$ cat src/rtl/uart_pkg.sv
// Shared definitions for the UART transmit path: arbiter FSM encoding,
// tag byte layout and the default start-handshake timeout.
package uart_pkg;

    typedef enum logic [2:0] {
        IDLE       = 3'd0,
        TAG_START  = 3'd1,
        TAG_WAIT   = 3'd2,
        DATA_START = 3'd3,
        DATA_WAIT  = 3'd4
    } arb_state_e;

    localparam logic [3:0] TAG_NIBBLE            = 4'hA;
    localparam int         DEFAULT_START_TIMEOUT = 4096;

    function automatic logic [7:0] tag_byte(input logic [1:0] id);
        return {TAG_NIBBLE, 2'b00, id};
    endfunction

endpackage

$ cat src/rtl/bit_sync.sv
// Multi-flop single-bit synchronizer into the clk domain; flops clear to 0
// on synchronous reset. Used for tx_busy and reusable for switch inputs.
module bit_sync #(
    parameter int STAGES = 2
) (
    input  logic clk,
    input  logic rst,
    input  logic d_i,
    output logic q_o
);

    logic [STAGES-1:0] sync_q;

    always_ff @(posedge clk) begin
        if (rst) begin
            sync_q <= '0;
        end else begin
            sync_q[0] <= d_i;
            for (int i = 1; i < STAGES; i++) begin
                sync_q[i] <= sync_q[i-1];
            end
        end
    end

    assign q_o = sync_q[STAGES-1];

endmodule

$ cat src/rtl/uart_tx_arbiter.sv
// Round-robin arbiter sharing one uart_tx_8n1 among up to four requesters.
// Define UART_ARB_TAG_EN to prefix every payload with a {4'hA,2'b00,id} tag byte.
module uart_tx_arbiter
    import uart_pkg::*;
#(
    parameter int N_REQ         = 4,
    parameter int SYNC_STAGES   = 2,
    parameter int START_TIMEOUT = DEFAULT_START_TIMEOUT
) (
    input  logic               clk,
    input  logic               rst,
    input  logic [N_REQ-1:0]   req,
    input  logic [8*N_REQ-1:0] req_data,
    output logic [N_REQ-1:0]   ack,
    output logic               tx_start,
    output logic [7:0]         tx_data,
    input  logic               tx_busy,
    output logic [1:0]         grant_id,
    output logic               active,
    output logic               err_timeout
);

    localparam int CNT_W = $clog2(START_TIMEOUT + 1);
    localparam logic [CNT_W-1:0] CNT_LAST = CNT_W'(START_TIMEOUT - 1);

    arb_state_e       state_q;
    logic [1:0]       last_grant_q;
    logic [CNT_W-1:0] cnt_q;
    logic [N_REQ-1:0] ack_q;
    logic             tx_start_q;
    logic [7:0]       tx_data_q;
    logic [1:0]       grant_q;
    logic             active_q;
    logic             err_q;
    logic [7:0]       payload_q;
    logic             busy_s;

    logic             win_vld_d;
    logic [1:0]       win_idx_d;
    logic [7:0]       win_data_d;
    logic [N_REQ-1:0] win_onehot_d;

    bit_sync #(.STAGES(SYNC_STAGES)) u_busy_sync (
        .clk (clk),
        .rst (rst),
        .d_i (tx_busy),
        .q_o (busy_s)
    );

    // Priority rotates: the search starts one past the last winner.
    always_comb begin
        win_vld_d    = 1'b0;
        win_idx_d    = '0;
        win_data_d   = '0;
        win_onehot_d = '0;
        for (int k = 1; k <= N_REQ; k++) begin
            for (int i = 0; i < N_REQ; i++) begin
                if (!win_vld_d && req[i] && (i == (int'(last_grant_q) + k) % N_REQ)) begin
                    win_vld_d       = 1'b1;
                    win_idx_d       = 2'(i);
                    win_data_d      = req_data[8*i +: 8];
                    win_onehot_d[i] = 1'b1;
                end
            end
        end
    end

    always_ff @(posedge clk) begin
        if (state_q == IDLE && win_vld_d) begin
            payload_q <= win_data_d;
        end
    end

    always_ff @(posedge clk) begin
        if (rst) begin
            state_q      <= IDLE;
            last_grant_q <= 2'(N_REQ - 1);
            cnt_q        <= '0;
            ack_q        <= '0;
            tx_start_q   <= 1'b0;
            tx_data_q    <= 8'h00;
            grant_q      <= 2'd0;
            active_q     <= 1'b0;
            err_q        <= 1'b0;
        end else begin
            ack_q <= '0;
            err_q <= 1'b0;
            case (state_q)
                IDLE: begin
                    if (win_vld_d) begin
                        ack_q        <= win_onehot_d;
                        grant_q      <= win_idx_d;
                        last_grant_q <= win_idx_d;
                        cnt_q        <= '0;
                        tx_start_q   <= 1'b1;
                        active_q     <= 1'b1;
`ifdef UART_ARB_TAG_EN
                        tx_data_q    <= tag_byte(win_idx_d);
                        state_q      <= TAG_START;
`else
                        tx_data_q    <= win_data_d;
                        state_q      <= DATA_START;
`endif
                    end
                end
`ifdef UART_ARB_TAG_EN
                TAG_START: begin
                    if (busy_s) begin
                        tx_start_q <= 1'b0;
                        state_q    <= TAG_WAIT;
                    end else if (cnt_q == CNT_LAST) begin
                        tx_start_q <= 1'b0;
                        err_q      <= 1'b1;
                        active_q   <= 1'b0;
                        state_q    <= IDLE;
                    end else begin
                        cnt_q <= cnt_q + CNT_W'(1);
                    end
                end
                TAG_WAIT: begin
                    if (!busy_s) begin
                        tx_start_q <= 1'b1;
                        tx_data_q  <= payload_q;
                        cnt_q      <= '0;
                        state_q    <= DATA_START;
                    end
                end
`endif
                DATA_START: begin
                    if (busy_s) begin
                        tx_start_q <= 1'b0;
                        state_q    <= DATA_WAIT;
                    end else if (cnt_q == CNT_LAST) begin
                        // Abort: the latched byte is dropped, not retried.
                        tx_start_q <= 1'b0;
                        err_q      <= 1'b1;
                        active_q   <= 1'b0;
                        state_q    <= IDLE;
                    end else begin
                        cnt_q <= cnt_q + CNT_W'(1);
                    end
                end
                DATA_WAIT: begin
                    if (!busy_s) begin
                        active_q <= 1'b0;
                        state_q  <= IDLE;
                    end
                end
                default: begin
                    tx_start_q <= 1'b0;
                    active_q   <= 1'b0;
                    state_q    <= IDLE;
                end
            endcase
        end
    end

    assign ack         = ack_q;
    assign tx_start    = tx_start_q;
    assign tx_data     = tx_data_q;
    assign grant_id    = grant_q;
    assign active      = active_q;
    assign err_timeout = err_q;

endmodule

$ cat config.mk
export PLATFORM = sky130hd
export DESIGN_NAME = uart_tx_arbiter
export DESIGN_NICKNAME = d
export VERILOG_FILES = /design/src/rtl/uart_pkg.sv /design/src/rtl/bit_sync.sv /design/src/rtl/uart_tx_arbiter.sv
export SDC_FILE = /design/constraint.sdc
export NUM_CORES = 1
export LEC_CHECK = 0
export ABC_AREA = 1
export ABC_CLOCK_PERIOD_IN_PS = 2240
export BUFFER_PORTS_ARGS = -buffer_cell sky130_fd_sc_hd__buf_2
export CORE_MARGIN = 1.5
export CORE_UTILIZATION = 35
export CTS_BUF_LIST = sky130_fd_sc_hd__clkbuf_4 sky130_fd_sc_hd__clkbuf_8
export CTS_CLUSTER_DIAMETER = 80
export DETAILED_ROUTE_END_ITERATION = 8
export GPL_TIMING_DRIVEN = 1
export PLACE_DENSITY = 0.55
export SYNTH_ARGS = -nofsm -noshare
export SYNTH_HDL_FRONTEND = slang
export SYNTH_HIERARCHICAL = 1
export SYNTH_SLANG_ARGS = --single-unit
$ cat constraint.sdc
create_clock -name clk -period 2.24 [get_ports clk]
set_input_delay 0.448 -clock clk [delete_from_list [all_inputs] [get_ports clk]]
set_output_delay 0.448 -clock clk [all_outputs]
set_load 0.02 [all_outputs]
==> metrics <==
status finished with violations; failing checks setup timing; Initial Util 36.2%; R2R setup slack -90 ps; Rows 33; R2R cell count 14; actual slew at the worst max-slew pin 535 ps; Post-Syn Nets 565; worst path arrival time 2560 ps; IO Count 56; number of vias per cell 5.01; most frequent cells in the layout nand2_1, nor2_1, inv_1; Hold Path Class primary input to flip-flop; WHS Path Cells 3; Slew HR 64.3%; EDFF count, synth 0; synthesized flop and latch total 36; first-pass GRT wire length 17600 um; vias in the first global route 3526; Post-route DRC 0; gpl congestion 0.993; peak supply drop 0.000281 V; asr flop ratio synth 0%; Nets 697; placed cell area 3910 sq um; non-filler cells, final 763; fin worst setup slack -93.8 ps; Root Driver clkbuf_8; CTS Buf Count 5; total power 0.00284 W; Cells after DPL 742; worst min-delay path startpoint tx_busy; layout cells sized above 1 34.8%; Worst Path Required 2460 ps; die area 9060 sq um; Max Freq 0.428 GHz; Hold EP u_busy_sync/sync_q[0]; Mean Syn Cell Area 5.66 sq um; Setup WS pre-CTS -264 ps; grt ovf 0; Pleak 2.12 nW; Final ANT Viol Nets 0; Yosys cell types 35; PortBufs 55; Core Footprint 8220 sq um; CTS tree done; clock tree buffer depth 2; CP Class flip-flop to flip-flop; drt wl/cell 14.7 um; most common cell after layout, fill and taps aside nand2_1; H-tree levels 2; YS warnings 6; Filler Cell Count 821; die width 95.2 um; DRT Pass-1 Iters 4; Post-synth top flop dfxtp_1; routed wire length 11200 um; die height 95.2 um; Fin Clk Skew 7.81 ps; final period utilization 104%; via count 3826; Sequential cell area 728 sq um; PD cells 634 nW/um^2; RSZ-0062 raised after global routing yes; ANT cells 0; later-pin clock latency in the skew report 290 ps; final critical-path required period 2330 ps; CP Capture Type flip-flop; Syn-to-layout area delta 50.5%; multi-input logic area 2230 sq um; clock transition at the registers of the reported paths 80 ps; largest net degree at the start of global routing 22; cells after synthesis 525; element type at the critical path start flip-flop; Final Hold Vio Count 0; fin area 4480 sq um; Fin Setup TNS -1060 ps; Final HPWL DP 8440 um; Tot GR Track Use 25.2%; hold-fix buffers at CTS 0; R2R Path End cnt_q[5]; final setup vio count 21; max cap viols 0; Max Slew Vio Count 0; clk sinks 36; Seq/Total Area, Yosys 24.2%; initial antenna violation count 0; DRT iter0 DRCs 196; Reg-to-Reg Start last_grant_q[0]; CP max FO 7; post-synthesis cell area 2970 sq um
-- Yosys cell counts, types with 6 or more instances --
cell type	count	share of area (%)
a21oi_1	28	4.7
dfxtp_1	36	24
inv_1	76	9.6
nand2_1	132	17
nand3_1	63	11
nand4_1	13	2.7
nor2_1	104	13
nor3_1	6	1.0
-- timing repair --
action | in CTS | in global routing
resized for setup | 8 | 82
pin swaps | 6 | 18
endpoints found under the hold margin | 0 | 0
gates cloned | 0 | 1
endpoints found under the setup margin | 30 | 30
buffers inserted | 2 | 10
-- logic make-up (layout without fill, tap and decap cells) --
logic type,after synthesis,after routing,share of synthesized area [%]
buffers and inverters,90,223,12.5
flip-flops,36,36,24.2
AND/OR/NAND/NOR,341,341,50.9
XOR/XNOR,8,8,2.36
adder cells (fa/ha/maj),1,1,0.421
AO/OA/AOI/OAI,49,49,9.68
-- metal layers --
metal  vias to the layer above  GRT usage (%)  wire [um]
met5                         -              0          0
met4                         0           8.33        249
met3                        19           2.95        641
met2                       121           43.3       5400
met1                      1749           32.5       4950
li1                       1937              -          -
-- how the worst max path moves through the flow --
stage                          from        to  slack (ps)  cells after the start
detailed placement           req[0]  cnt_q[2]        -260                     14
finish              last_grant_q[0]  cnt_q[5]         -90                     14
CTS                 last_grant_q[1]  cnt_q[3]           4                     14
global route        last_grant_q[0]  cnt_q[0]        -200                     14
global placement             req[0]  cnt_q[6]        -200                     14
floorplan           last_grant_q[0]  cnt_q[8]         -10                     15
-- through the flow --
| stage | hold WS [ps] | utilization [%] |
|---|---|---|
| 2_1_floorplan | 388 | - |
| 3_3_place_gp | 405 | 47.6 |
| 3_5_place_dp | 396 | 47.6 |
| 4_1_cts | 356 | 49.3 |
| 5_1_grt | 369 | 54.5 |
| 6_report | 366 | 54.5 |
-- power breakdown --
| group | switching (W) | leakage [nW] | internal [W] | total [W] |
|---|---|---|---|---|
| clock | 0.000238 | 0.0479 | 0.000262 | 0.000500 |
| sequential | 0.0000603 | 0.295 | 0.000709 | 0.000769 |
| combinational | 0.000900 | 1.78 | 0.000668 | 0.00157 |
| total | 0.00120 | 2.12 | 0.00164 | 0.00284 |
-- registers in the layout, summed over array words and instances, names as in the netlist --
signal / cells
active: 1
cnt_q: 13
tx_data: 8
last_grant_q: 2
grant_id: 2
ack: 4
u_busy_sync/sync_q: 2
state_q: 2
tx_start: 1
err_timeout: 1
-- critical path, cell delays in order (launching register included) --
cell	delay, ps
dfxtp_4	450
inv_4	50
nand2_4	90
nor2_4	60
nor3_4	230
nand4_2	160
nor2_4	160
nand4_4	110
nor2_4	140
nand3_4	100
o21ai_4	210
buf_12	160
clkbuf_16	150
nand3_1	60
a21oi_1	130
-- area by class of cell --
| class | instances | area share, % |
|---|---|---|
| clock inverter | 1 | 0.168 |
| timing repair buffer | 136 | 21.8 |
| clock buffer | 7 | 2.01 |
| tap | 105 | 2.94 |
| inverter | 79 | 7.02 |
| sequential | 36 | 16.3 |
| multi-input combinational | 399 | 49.8 |
Power figures use the tool's default switching activity.
